File: src/rtl/mips32_mem_arbiter_if.sv
// Bus bundle between the mips32 memory arbiter, its three requesters and the memory array.
interface mips32_mem_arbiter_if #(
  parameter int unsigned AW = 10,
  parameter int unsigned DW = 32
) ();
  logic          ld_req,   dm_req,   if_req;
  logic          ld_we,    dm_we;
  logic [AW-1:0] ld_addr,  dm_addr,  if_addr;
  logic [DW-1:0] ld_wdata, dm_wdata;
  logic          ld_lock;
  logic          cpu_halted;

  logic          ld_gnt,    dm_gnt,    if_gnt;
  logic          ld_rvalid, dm_rvalid, if_rvalid;
  logic [DW-1:0] ld_rdata,  dm_rdata,  if_rdata;

  logic          mem_en;
  logic          mem_we;
  logic [AW-1:0] mem_addr;
  logic [DW-1:0] mem_wdata;
  logic [DW-1:0] mem_rdata;
  logic          locked;

  modport slave (
    input  ld_req, dm_req, if_req, ld_we, dm_we, ld_addr, dm_addr, if_addr,
           ld_wdata, dm_wdata, ld_lock, cpu_halted, mem_rdata,
    output ld_gnt, dm_gnt, if_gnt, ld_rvalid, dm_rvalid, if_rvalid,
           ld_rdata, dm_rdata, if_rdata, mem_en, mem_we, mem_addr, mem_wdata, locked
  );

  modport master (
    output ld_req, dm_req, if_req, ld_we, dm_we, ld_addr, dm_addr, if_addr,
           ld_wdata, dm_wdata, ld_lock, cpu_halted, mem_rdata,
    input  ld_gnt, dm_gnt, if_gnt, ld_rvalid, dm_rvalid, if_rvalid,
           ld_rdata, dm_rdata, if_rdata, mem_en, mem_we, mem_addr, mem_wdata, locked
  );
endinterface

File: src/rtl/mips32_mem_arbiter.sv
// Shares the single-port unified memory between loader, data stage and fetch;
// one access per cycle, fetch anti-starvation boost and an exclusive loader lock.
module mips32_mem_arbiter #(
  parameter int unsigned AW           = 10,
  parameter int unsigned DW           = 32,
  parameter int unsigned STARVE_LIMIT = 4
) (
  input  logic                 clk,
  input  logic                 rst_n,
  mips32_mem_arbiter_if.slave  bus
);

  localparam int unsigned CW = 4;

  typedef enum logic { S_NORMAL, S_LOCKED } state_t;
  typedef enum logic [1:0] { OWN_NONE, OWN_LD, OWN_DM, OWN_IF } owner_t;

  state_t        r_state, w_state_nxt;
  owner_t        r_owner, w_owner_nxt;
  logic [CW-1:0] r_fcnt,  w_fcnt_nxt;

  logic          w_ld_gnt, w_dm_gnt, w_if_gnt;
  logic          w_if_elig, w_boost;
  logic          w_mem_en, w_mem_we;
  logic [AW-1:0] w_mem_addr;
  logic [DW-1:0] w_mem_wdata;

  // State, fetch starvation counter and read-owner tag
  always_ff @(posedge clk or negedge rst_n) begin
    if (!rst_n) begin
      r_state <= S_NORMAL;
      r_owner <= OWN_NONE;
      r_fcnt  <= '0;
    end else begin
      r_state <= w_state_nxt;
      r_owner <= w_owner_nxt;
      r_fcnt  <= w_fcnt_nxt;
    end
  end

  // Grant selection, next state and memory command mux
  always_comb begin
    w_state_nxt = r_state;
    w_owner_nxt = OWN_NONE;
    w_fcnt_nxt  = r_fcnt;
    w_ld_gnt    = 1'b0;
    w_dm_gnt    = 1'b0;
    w_if_gnt    = 1'b0;
    w_mem_en    = 1'b0;
    w_mem_we    = 1'b0;
    w_mem_addr  = '0;
    w_mem_wdata = '0;
    w_if_elig   = bus.if_req && !bus.cpu_halted;
    w_boost     = (r_fcnt == CW'(STARVE_LIMIT));

    // Grants are suppressed while reset is asserted so outputs clear immediately
    if (rst_n) begin
      case (r_state)
        S_NORMAL: begin
          if (bus.ld_req)                w_ld_gnt = 1'b1;
          else if (w_if_elig && w_boost) w_if_gnt = 1'b1;
          else if (bus.dm_req)           w_dm_gnt = 1'b1;
          else if (w_if_elig)            w_if_gnt = 1'b1;

          if (w_ld_gnt && bus.ld_lock) w_state_nxt = S_LOCKED;

          if (!bus.if_req || w_if_gnt)   w_fcnt_nxt = '0;
          else if (w_if_elig && !w_boost) w_fcnt_nxt = r_fcnt + CW'(1);
        end
        S_LOCKED: begin
          w_ld_gnt = bus.ld_req;
          if (!bus.ld_lock) w_state_nxt = S_NORMAL;
        end
        default: w_state_nxt = S_NORMAL;
      endcase
    end

    if (w_ld_gnt) begin
      w_mem_en    = 1'b1;
      w_mem_we    = bus.ld_we;
      w_mem_addr  = bus.ld_addr;
      w_mem_wdata = bus.ld_wdata;
      w_owner_nxt = bus.ld_we ? OWN_NONE : OWN_LD;
    end else if (w_dm_gnt) begin
      w_mem_en    = 1'b1;
      w_mem_we    = bus.dm_we;
      w_mem_addr  = bus.dm_addr;
      w_mem_wdata = bus.dm_wdata;
      w_owner_nxt = bus.dm_we ? OWN_NONE : OWN_DM;
    end else if (w_if_gnt) begin
      w_mem_en    = 1'b1;
      w_mem_addr  = bus.if_addr;
      w_owner_nxt = OWN_IF;
    end
  end

  assign bus.ld_gnt    = w_ld_gnt;
  assign bus.dm_gnt    = w_dm_gnt;
  assign bus.if_gnt    = w_if_gnt;
  assign bus.mem_en    = w_mem_en;
  assign bus.mem_we    = w_mem_we;
  assign bus.mem_addr  = w_mem_addr;
  assign bus.mem_wdata = w_mem_wdata;

  // Read data is steered to whoever owned last cycle's read strobe
  assign bus.ld_rvalid = (r_owner == OWN_LD);
  assign bus.dm_rvalid = (r_owner == OWN_DM);
  assign bus.if_rvalid = (r_owner == OWN_IF);
  assign bus.ld_rdata  = bus.ld_rvalid ? bus.mem_rdata : '0;
  assign bus.dm_rdata  = bus.dm_rvalid ? bus.mem_rdata : '0;
  assign bus.if_rdata  = bus.if_rvalid ? bus.mem_rdata : '0;
  assign bus.locked    = (r_state == S_LOCKED);

endmodule

File: src/flat_wrapper.sv
// flat-port wrapper written by rule: the top's interface ports become plain ports
module mips32_mem_arbiter_flat 
#(
  parameter int unsigned AW           = 10,
  parameter int unsigned DW           = 32,
  parameter int unsigned STARVE_LIMIT = 4
)
  (clk, rst_n, bus_ld_req, bus_dm_req, bus_if_req, bus_ld_we, bus_dm_we, bus_ld_addr, bus_dm_addr, bus_if_addr, bus_ld_wdata, bus_dm_wdata, bus_ld_lock, bus_cpu_halted, bus_mem_rdata, bus_ld_gnt, bus_dm_gnt, bus_if_gnt, bus_ld_rvalid, bus_dm_rvalid, bus_if_rvalid, bus_ld_rdata, bus_dm_rdata, bus_if_rdata, bus_mem_en, bus_mem_we, bus_mem_addr, bus_mem_wdata, bus_locked);
  mips32_mem_arbiter_if #(.AW(AW), .DW(DW)) bus_i ();
  input  logic clk;
  input  logic rst_n;
  input wire logic [$bits(bus_i.ld_req)-1:0] bus_ld_req;
  input wire logic [$bits(bus_i.dm_req)-1:0] bus_dm_req;
  input wire logic [$bits(bus_i.if_req)-1:0] bus_if_req;
  input wire logic [$bits(bus_i.ld_we)-1:0] bus_ld_we;
  input wire logic [$bits(bus_i.dm_we)-1:0] bus_dm_we;
  input wire logic [$bits(bus_i.ld_addr)-1:0] bus_ld_addr;
  input wire logic [$bits(bus_i.dm_addr)-1:0] bus_dm_addr;
  input wire logic [$bits(bus_i.if_addr)-1:0] bus_if_addr;
  input wire logic [$bits(bus_i.ld_wdata)-1:0] bus_ld_wdata;
  input wire logic [$bits(bus_i.dm_wdata)-1:0] bus_dm_wdata;
  input wire logic [$bits(bus_i.ld_lock)-1:0] bus_ld_lock;
  input wire logic [$bits(bus_i.cpu_halted)-1:0] bus_cpu_halted;
  input wire logic [$bits(bus_i.mem_rdata)-1:0] bus_mem_rdata;
  output wire logic [$bits(bus_i.ld_gnt)-1:0] bus_ld_gnt;
  output wire logic [$bits(bus_i.dm_gnt)-1:0] bus_dm_gnt;
  output wire logic [$bits(bus_i.if_gnt)-1:0] bus_if_gnt;
  output wire logic [$bits(bus_i.ld_rvalid)-1:0] bus_ld_rvalid;
  output wire logic [$bits(bus_i.dm_rvalid)-1:0] bus_dm_rvalid;
  output wire logic [$bits(bus_i.if_rvalid)-1:0] bus_if_rvalid;
  output wire logic [$bits(bus_i.ld_rdata)-1:0] bus_ld_rdata;
  output wire logic [$bits(bus_i.dm_rdata)-1:0] bus_dm_rdata;
  output wire logic [$bits(bus_i.if_rdata)-1:0] bus_if_rdata;
  output wire logic [$bits(bus_i.mem_en)-1:0] bus_mem_en;
  output wire logic [$bits(bus_i.mem_we)-1:0] bus_mem_we;
  output wire logic [$bits(bus_i.mem_addr)-1:0] bus_mem_addr;
  output wire logic [$bits(bus_i.mem_wdata)-1:0] bus_mem_wdata;
  output wire logic [$bits(bus_i.locked)-1:0] bus_locked;
  assign bus_i.ld_req = bus_ld_req;
  assign bus_i.dm_req = bus_dm_req;
  assign bus_i.if_req = bus_if_req;
  assign bus_i.ld_we = bus_ld_we;
  assign bus_i.dm_we = bus_dm_we;
  assign bus_i.ld_addr = bus_ld_addr;
  assign bus_i.dm_addr = bus_dm_addr;
  assign bus_i.if_addr = bus_if_addr;
  assign bus_i.ld_wdata = bus_ld_wdata;
  assign bus_i.dm_wdata = bus_dm_wdata;
  assign bus_i.ld_lock = bus_ld_lock;
  assign bus_i.cpu_halted = bus_cpu_halted;
  assign bus_i.mem_rdata = bus_mem_rdata;
  assign bus_ld_gnt = bus_i.ld_gnt;
  assign bus_dm_gnt = bus_i.dm_gnt;
  assign bus_if_gnt = bus_i.if_gnt;
  assign bus_ld_rvalid = bus_i.ld_rvalid;
  assign bus_dm_rvalid = bus_i.dm_rvalid;
  assign bus_if_rvalid = bus_i.if_rvalid;
  assign bus_ld_rdata = bus_i.ld_rdata;
  assign bus_dm_rdata = bus_i.dm_rdata;
  assign bus_if_rdata = bus_i.if_rdata;
  assign bus_mem_en = bus_i.mem_en;
  assign bus_mem_we = bus_i.mem_we;
  assign bus_mem_addr = bus_i.mem_addr;
  assign bus_mem_wdata = bus_i.mem_wdata;
  assign bus_locked = bus_i.locked;
  mips32_mem_arbiter #(.AW(AW), .DW(DW), .STARVE_LIMIT(STARVE_LIMIT)) u_core (.clk(clk), .rst_n(rst_n), .bus(bus_i));
endmodule
File: config.mk
export PLATFORM = sky130hd
export DESIGN_NAME = mips32_mem_arbiter_flat
export DESIGN_NICKNAME = d
export VERILOG_FILES = /design/src/rtl/mips32_mem_arbiter_if.sv /design/src/rtl/mips32_mem_arbiter.sv /design/src/flat_wrapper.sv
export SDC_FILE = /design/constraint.sdc
export NUM_CORES = 1
export LEC_CHECK = 0
export ABC_CLOCK_PERIOD_IN_PS = 5700
export CAP_MARGIN = 25
export CORE_AREA = 4 4 109 111
export DETAILED_ROUTE_END_ITERATION = 16
export DIE_AREA = 0 0 113 115
export HOLD_SLACK_MARGIN = 0.12
export SLEW_MARGIN = 20
export SYNTH_ARGS = -nofsm -noshare
export SYNTH_HDL_FRONTEND = slang
export SYNTH_SLANG_ARGS = --single-unit
export TNS_END_PERCENT = 30
File: constraint.sdc
create_clock -name clk -period 5.7 [get_ports clk]
set_input_delay 0.57 -clock clk [delete_from_list [all_inputs] [get_ports clk]]
set_output_delay 0.57 -clock clk [all_outputs]
set_load 0.01 [all_outputs]
* Word-level counts from Yosys, hierarchy flattened
Index checks and enable logic that the tools add are counted.
** Storage, ports and cells
- Bits in registers :: 7
- Input bits :: 135
- Output and inout bits :: 147
- Word-level logic and storage cells :: 60
** Cells by class
- Add/subtract/negate cells :: 1
- Equal/unequal tests :: 4
- Muxes and demuxes :: 41
- Bitwise gates (word level) :: 1
- Reductions and logical operators :: 10
** Operators by type and width (count)
- two-way mux 32 bit :: 5
- two-way mux 10 bit :: 3
- two-way mux 1 bit :: 25
- two-way mux 2 bit :: 4
- two-way mux 4 bit :: 2
- adder 4 x 1 -> 4 bit, second input constant :: 1
- equality test 2 bit, second input constant :: 2
- equality test 4 x 3 -> 1 bit, second input constant :: 1
- logical AND 1 bit :: 4
- one-hot mux 1 bit (2 select lines) :: 2
- logical NOT 1 bit :: 3
- AND reduction 3 bit :: 1
- equality test 2 x 1 -> 1 bit, second input constant :: 1
- nonzero test 2 bit :: 1
- logical OR 1 bit :: 1
- inverter 1 bit :: 1

* Longest topological paths before layout
Gate-level depths: netlist (run 1).
- Depth after elaboration :: 13
- Mapped depth :: 6
- Depth with buffers taken out :: 5

* Least setup slack after synthesis (run 1)
OpenSTA, ideal clock, no wires.
- Path type :: flip-flop to output port
- Start :: reg u_core.r_fcnt[0]
- End :: out bus_mem_wdata[23]
- Data arrival time :: 1816 ps
- Data required time :: 5130 ps
- Path slack :: 3314 ps
- Cell stages (with the launch flop) :: 7
- Buffers on the path :: 1
- Cell sequence :: dfrtp_1 inv_1 ha_1 and3b_4 a2111oi_4 buf_6 a22o_1
** Between the ends
- Word-level cells in the longest chain between the ends :: 8
** Ends and longest elaborated chain
- from (decl) :: line mips32_mem_arbiter.sv:20 : logic [CW-1:0] r_fcnt, w_fcnt_nxt;
- from (signal assigned) :: line mips32_mem_arbiter.sv:37 : r_fcnt <= w_fcnt_nxt;
- equality test 4 x 3 -> 1 bit :: line mips32_mem_arbiter.sv:54 : w_boost = (r_fcnt == CW'(STARVE_LIMIT));
- logical AND 1 bit :: line mips32_mem_arbiter.sv:61 : else if (w_if_elig && w_boost) w_if_gnt = 1'b1;
- two-way mux 1 bit :: line mips32_mem_arbiter.sv:61
- two-way mux 1 bit :: line mips32_mem_arbiter.sv:60 : if (bus.ld_req) w_ld_gnt = 1'b1;
- two-way mux 1 bit :: line mips32_mem_arbiter.sv:58 : case (r_state)
- two-way mux 1 bit :: line mips32_mem_arbiter.sv:57 : if (rst_n) begin
- net bus_dm_gnt :: line flat_wrapper.sv:26 : output wire logic [$bits(bus_i.dm_gnt)-1:0] bus_dm_gnt;
- two-way mux 32 bit :: line mips32_mem_arbiter.sv:84 : end else if (w_dm_gnt) begin
- two-way mux 32 bit :: line mips32_mem_arbiter.sv:78 : if (w_ld_gnt) begin
- to (decl) :: line flat_wrapper.sv:37 : output wire logic [$bits(bus_i.mem_wdata)-1:0] bus_mem_wdata;
The timed path passes the listed nets, and every way through them passes these cells.

* Final worst setup path (run 1)
- Start :: in rst_n
- End :: out bus_mem_addr[4]
** Between the ends
- Word-level cells in the longest chain between the ends :: 4
- Elaborated cells between the ends (all ways) :: 6
- Classes of those cells :: mux: 6
** Ends and longest elaborated chain
- from (decl) :: line flat_wrapper.sv:11 : input logic rst_n;
- two-way mux 1 bit :: line mips32_mem_arbiter.sv:57
- two-way mux 10 bit :: line mips32_mem_arbiter.sv:90 : end else if (w_if_gnt) begin
- two-way mux 10 bit :: line mips32_mem_arbiter.sv:84
- two-way mux 10 bit (*) :: line mips32_mem_arbiter.sv:78
- to (decl) :: line flat_wrapper.sv:36 : output wire logic [$bits(bus_i.mem_addr)-1:0] bus_mem_addr;
Every way passes the cells marked *; elsewhere a longest branch is shown, timed or not.

==> results.toml, run 1 <==
[floorplan]
boundaryPins = 282
die_h_um = 115
core_sq_um = 10800
core.rowCount = 38
chipWidth_um = 113
die-area_sq_um = 13000
initial_core_util = 0.156

[logic_synthesis]
yosys.area.top_type = "and2_1"
synth-xor-area-share = 0
synth_top_area_share = 0.241
synth_area_leaders = "and2_1, and3_1, a22o_1"
async_reset_ff_frac = 1.00
ys_warn_count = 0
ys_seq_area_frac = 0.104
synthMuxAreaShare = 0
ys.flop_type = "dfrtp_1"
netlist_top_cells_count = "and2_1, and3_1, a22o_1, clkbuf_1"
synth_fp_nets = 361
synth.distinct_cells = 39
netlist_area_sq_um = 1690
synth_top_family_by_area = "simple AND/OR/NAND/NOR gates"
yosys.area_share.simple = 0.490
synth_cells = 224
syn_area_per_cell_sq_um = 7.52
synth_fa_ha_area_frac = 0.0148
synth-compound-area-share = 0.305
synth.most_common_cell = "and2_1"
synth_seq_cells = 7
synth_edf_count = 0

[clock_tree]
clk_path_buf_depth = 2
cts_setup_buffers = 0
root_buffer = "clkbuf_8"
cts_resized = 0
clock_latency_ns = 0.23
clk_pin_slew_ns = 0.04
cts_sinks = 7
cts_buffers = 3
cts_max_level = 1
cts_tree = "built"
postCtsHoldBufs = 0

[worst_setup_path]
worstSetupStartpointType = "input port"
path_max_fanout = 22
r2r-end = "u_core.r_owner[1]"
arrival_ns = 3.55
worstPathRequired_ns = 5.13
crit_type = "input port to primary output"
end_kind = "primary output"
ff2ff_path_depth = 6
r2r_start = "u_core.r_fcnt[0]"
r2r_setup_slack_ns = 3.74

[cells_and_area]
n_antenna_cell = 0
syn_to_final_growth_pct = 175
fin_util = 0.429
regArea_sq_um = 175
fillers = 1152
drive_gt1_frac = 0.0491
fin_nets = 627
multiInputGateArea_sq_um = 1370

[status]
outcome = "completed"

[power_and_ir_drop]
internal-power_mw = 0.275
peakVddDrop_mv = 0.0662
p_clk_frac = 0.184
pwr-share-comb = 0.649
cellPowerDensity_nw_per_um2 = 87.7
p_sw_frac = 0.323
power_leakage_nw = 1.90
power_switching_mw = 0.131
power_frac_seq = 0.167

[global_routing]
antenna_found_initial = 0
gr-usage-met2 = 0.291
use_met3 = 0.0547
met1_usage = 0.169
track_usage = 0.154
top_usage_layer = "met2"
grt_max_degree = 47
grt_pass1_vias = 2933
grt_pass1_wl_um = 16000
gr-total-overflow = 0

[timing]
fin_crit_sh = 0.723
slew-limit-headroom = 0.370
setup_violations = 0
skew_ns = 0.00301
tns_ns = 0
grt_setup_unrepaired = "no"
max_freq_ghz = 0.243
tightest_slew_ns = 0.943
slew_viol_final = 0
hold_viol_final = 0
period_minus_slack_ns = 4.12

[placed_design]
io_buffers = 281
gp_congestion = 0.809
hpwlAfterDp_um = 9620

[route]
via_per_inst = 4.45
first_pass_iters = 4
ant_nets = 0
drc = 0
routedWlPerCell_um = 18.0
vias = 2798
drt-initial-drc-count = 160
finalWirelength_um = 11300

[worst_hold_path]
hold_class = "flip-flop to flip-flop"
hp-start = "u_core.bus.locked"
worstHoldPathCells = 2
holdPathEnd = "u_core.bus.locked"

[run]
drv_cap = 0
power groups by stage:
stage | combinational [mW] | sequential, mW | clock (mW)
after global routing | 0.282 | 0.0692 | 0.0797
final | 0.263 | 0.0678 | 0.0745
after global placement | 0.263 | 0.0677 | 0
after floorplan | 0.0858 | 0.0621 | 0
after CTS | 0.266 | 0.0674 | 0.0758
after detailed placement | 0.266 | 0.0679 | 0
per-stage QoR:
stage / cells / instance area [sq um] / hold slack (ns) / total power, mW / worst slack [ns]
6_report: 629 / 4630 / 0.619 / 0.406 / 1.58
3_5_place_dp: 625 / 4580 / 0.608 / 0.333 / 1.59
2_1_floorplan: 224 / 1690 / 0.274 / 0.148 / 3.31
3_3_place_gp: 625 / 4580 / 0.580 / 0.330 / 1.68
4_1_cts: 629 / 4630 / 0.620 / 0.410 / 1.58
5_1_grt: 629 / 4630 / 0.643 / 0.430 / 1.28
placed cells by master, fill, tap and decap left out, types with 2 or more instances in the layout:
cell,n
ha_1,2
a211oi_1,2
clkbuf_8,3
buf_4,3
and2_1,65
nand3_1,2
nor2b_1,2
dfrtp_1,7
a221o_1,5
nor2_1,4
or4_1,2
a22o_2,5
a221o_2,5
clkdlybuf4s50_1,281
and3_1,41
a22o_1,28
o21ai_0,2
a21o_1,2
inv_1,7
logic make-up after synthesis:
group | count (synthesis)
compound gates | 56
buf+inv | 30
flops | 7
fa+ha+maj | 2
simple gates | 129
area by class of cell:
type	instances	area share
flip-flops and latches	7	0.0379
clock buffers	4	0.00973
inverters	7	0.00568
well taps	140	0.0379
multi-input cells	187	0.296
repair buffers	284	0.613
sequential cells by signal (all words and copies together) (netlist names):
name	count
u_core.r_fcnt	4
u_core.r_owner	2
u_core.bus.locked	1
critical path, cell delays in order:
cell and delay [ns]:
clkdlybuf4s50_1 0.94, nand4bb_1 0.31, a211oi_2 0.86, a221o_1 0.31
clkdlybuf4s50_1 0.55
worst max path at each step:
stage | from | end | slack [ns]
3_3_place_gp | rst_n | bus_mem_addr[4] | 1.68
6_report | rst_n | bus_mem_addr[4] | 1.58
2_1_floorplan | u_core.r_fcnt[0] | bus_mem_wdata[23] | 3.31
4_1_cts | rst_n | bus_mem_addr[4] | 1.58
3_5_place_dp | rst_n | bus_mem_wdata[30] | 1.59
5_1_grt | rst_n | bus_mem_addr[4] | 1.28
layer usage:
layer	vias to the layer above	share of wire
li1	1353	-
met5	-	0
met3	8	0.11
met1	1255	0.38
met2	182	0.51
met4	0	0.0085
No activity file was read; power rests on OpenSTA's default activity.
==> run 2, diff against run 1 <==
--- a/config.mk
+++ b/config.mk
@@ -5,7 +5,7 @@
 export SDC_FILE = /design/constraint.sdc
 export NUM_CORES = 1
 export LEC_CHECK = 0
-export ABC_CLOCK_PERIOD_IN_PS = 5700
+export ABC_CLOCK_PERIOD_IN_PS = 3700
 export CAP_MARGIN = 25
 export CORE_AREA = 4 4 109 111
 export DETAILED_ROUTE_END_ITERATION = 16
==> constraint.sdc (replaced) <==
create_clock -name clk -period 3.7 [get_ports clk]
set_input_delay 0.37 -clock clk [delete_from_list [all_inputs] [get_ports clk]]
set_output_delay 0.37 -clock clk [all_outputs]
set_load 0.01 [all_outputs]
==> results.toml, run 2 (synthesized netlist as in run 1, its figures left out) <==
[floorplan]
core.rowCount = 38
chipWidth_um = 113
core_sq_um = 10800
initial_core_util = 0.156
die-area_sq_um = 13000
boundaryPins = 282
die_h_um = 115

[clock_tree]
cts_resized = 0
clk_pin_slew_ns = 0.04
clock_latency_ns = 0.23
cts_buffers = 3
cts_tree = "built"
postCtsHoldBufs = 0
cts_max_level = 1
cts_sinks = 7
root_buffer = "clkbuf_8"
cts_setup_buffers = 0
clk_path_buf_depth = 2

[cells_and_area]
largest_reg_flops = 4
drive_gt1_frac = 0.0587
syn_to_final_growth_pct = 177
fillers = 1080
final_common_cell = "clkdlybuf4s50_1"
fin_nets = 632
final_cell_mix = "clkdlybuf4s50_1, and2_1, and3_1"
top_register = "u_core.r_fcnt"
n_antenna_cell = 0

[global_routing]
track_usage = 0.148
grt_pass1_wl_um = 15300
met1_usage = 0.162
gr-total-overflow = 0
gr-usage-met2 = 0.273
use_met3 = 0.0547
grt_pass1_vias = 2839
antenna_found_initial = 1
grt_max_degree = 47
top_usage_layer = "met2"

[timing]
slew_viol_final = 0
setup_violations = 0
max_freq_ghz = 0.323
tns_ns = 0
period_minus_slack_ns = 3.09
fin_crit_sh = 0.836
slew-limit-headroom = 0.525
grt_setup_unrepaired = "no"
tightest_slew_ns = 0.712
hold_viol_final = 0
skew_ns = 0.00165

[route]
vias = 2837
ant_nets = 0
routedWlPerCell_um = 17.5
drt-initial-drc-count = 278
drc = 0
first_pass_iters = 4
finalWirelength_um = 11100
via_per_inst = 4.47

[worst_setup_path]
ff2ff_path_depth = 6
r2r-end = "u_core.r_owner[1]"
worstPathRequired_ns = 3.33
r2r_setup_slack_ns = 1.76
arrival_ns = 2.72
crit_type = "flip-flop to primary output"
end_kind = "primary output"
path_max_fanout = 46
worstSetupStartpointType = "flip-flop"
r2r_start = "u_core.r_fcnt[0]"

[placed_design]
gp_congestion = 0.808
io_buffers = 281
hpwlAfterDp_um = 9520

[power_and_ir_drop]
cellPowerDensity_nw_per_um2 = 132
power_mw = 0.617
power_switching_mw = 0.192
power_frac_seq = 0.160
pwr-share-comb = 0.668
p_clk_frac = 0.172
power_leakage_nw = 1.93
internal-power_mw = 0.425
peakVddDrop_mv = 0.0622
p_sw_frac = 0.311

[status]
outcome = "completed"

[run]
drv_cap = 0

[worst_hold_path]
hold_class = "input port to asynchronous set/reset pin"
run 2: cell types whose count changed in the layout (fill, tap and decap cells not counted), sizes merged:
cell,previous run,this run
buf,3,8
run 2: through the flow:
step / cells / util / hold WS, ns / area (sq um) / worst slack, ns
floorplan: 224 / - / 0.0744 / 1690 / 1.51
global placement: 630 / 0.428 / 0.581 / 4620 / 0.605
detailed placement: 630 / 0.428 / 0.594 / 4620 / 0.587
CTS: 634 / 0.432 / 0.496 / 4660 / 0.561
global route: 634 / 0.432 / 0.530 / 4660 / 0.422
finish: 634 / 0.432 / 0.499 / 4660 / 0.606
run 2: power groups by stage:
| stage | registers [mW] | logic [mW] | clock network, mW |
|---|---|---|---|
| after global routing | 0.102 | 0.440 | 0.116 |
| final | 0.0987 | 0.412 | 0.106 |
| after global placement | 0.0993 | 0.413 | 0 |
| after floorplan | 0.0957 | 0.132 | 0 |
| after detailed placement | 0.0997 | 0.415 | 0 |
| after CTS | 0.0989 | 0.417 | 0.110 |
run 2: worst max-delay path: stages (launching register included):
cell,delay (ns)
dfrtp_1,0.42
inv_1,0.06
ha_1,0.24
and3b_4,0.23
a2111oi_4,0.27
buf_4,0.45
a22o_1,0.23
clkdlybuf4s50_1,0.58
run 2: per-layer routing:
layer / vias up / wire [um]
met4: 2 / 146
li1: 1359 / -
met1: 1260 / 4060
met5: - / 7
met3: 15 / 1370
met2: 201 / 5490
run 2: worst max-delay path by stage:
stage,endpoint,cells after the start,startpoint
finish,bus_mem_wdata[30],7,u_core.r_fcnt[0]
global route,bus_mem_wdata[30],7,u_core.r_fcnt[0]
CTS,bus_mem_wdata[30],7,u_core.r_fcnt[0]
detailed placement,bus_mem_wdata[30],4,bus_ld_req
global placement,bus_mem_wdata[30],4,bus_ld_req
floorplan,bus_mem_wdata[23],6,u_core.r_fcnt[0]
run 2: cell type report:
type,instances,area [sq um],area share
clock buffer,4,45.0,0.00966
inverter,7,26.3,0.00563
multi-input combinational,187,1370,0.294
sequential,7,175,0.0376
tap,140,175,0.0376
timing repair buffer,289,2870,0.616
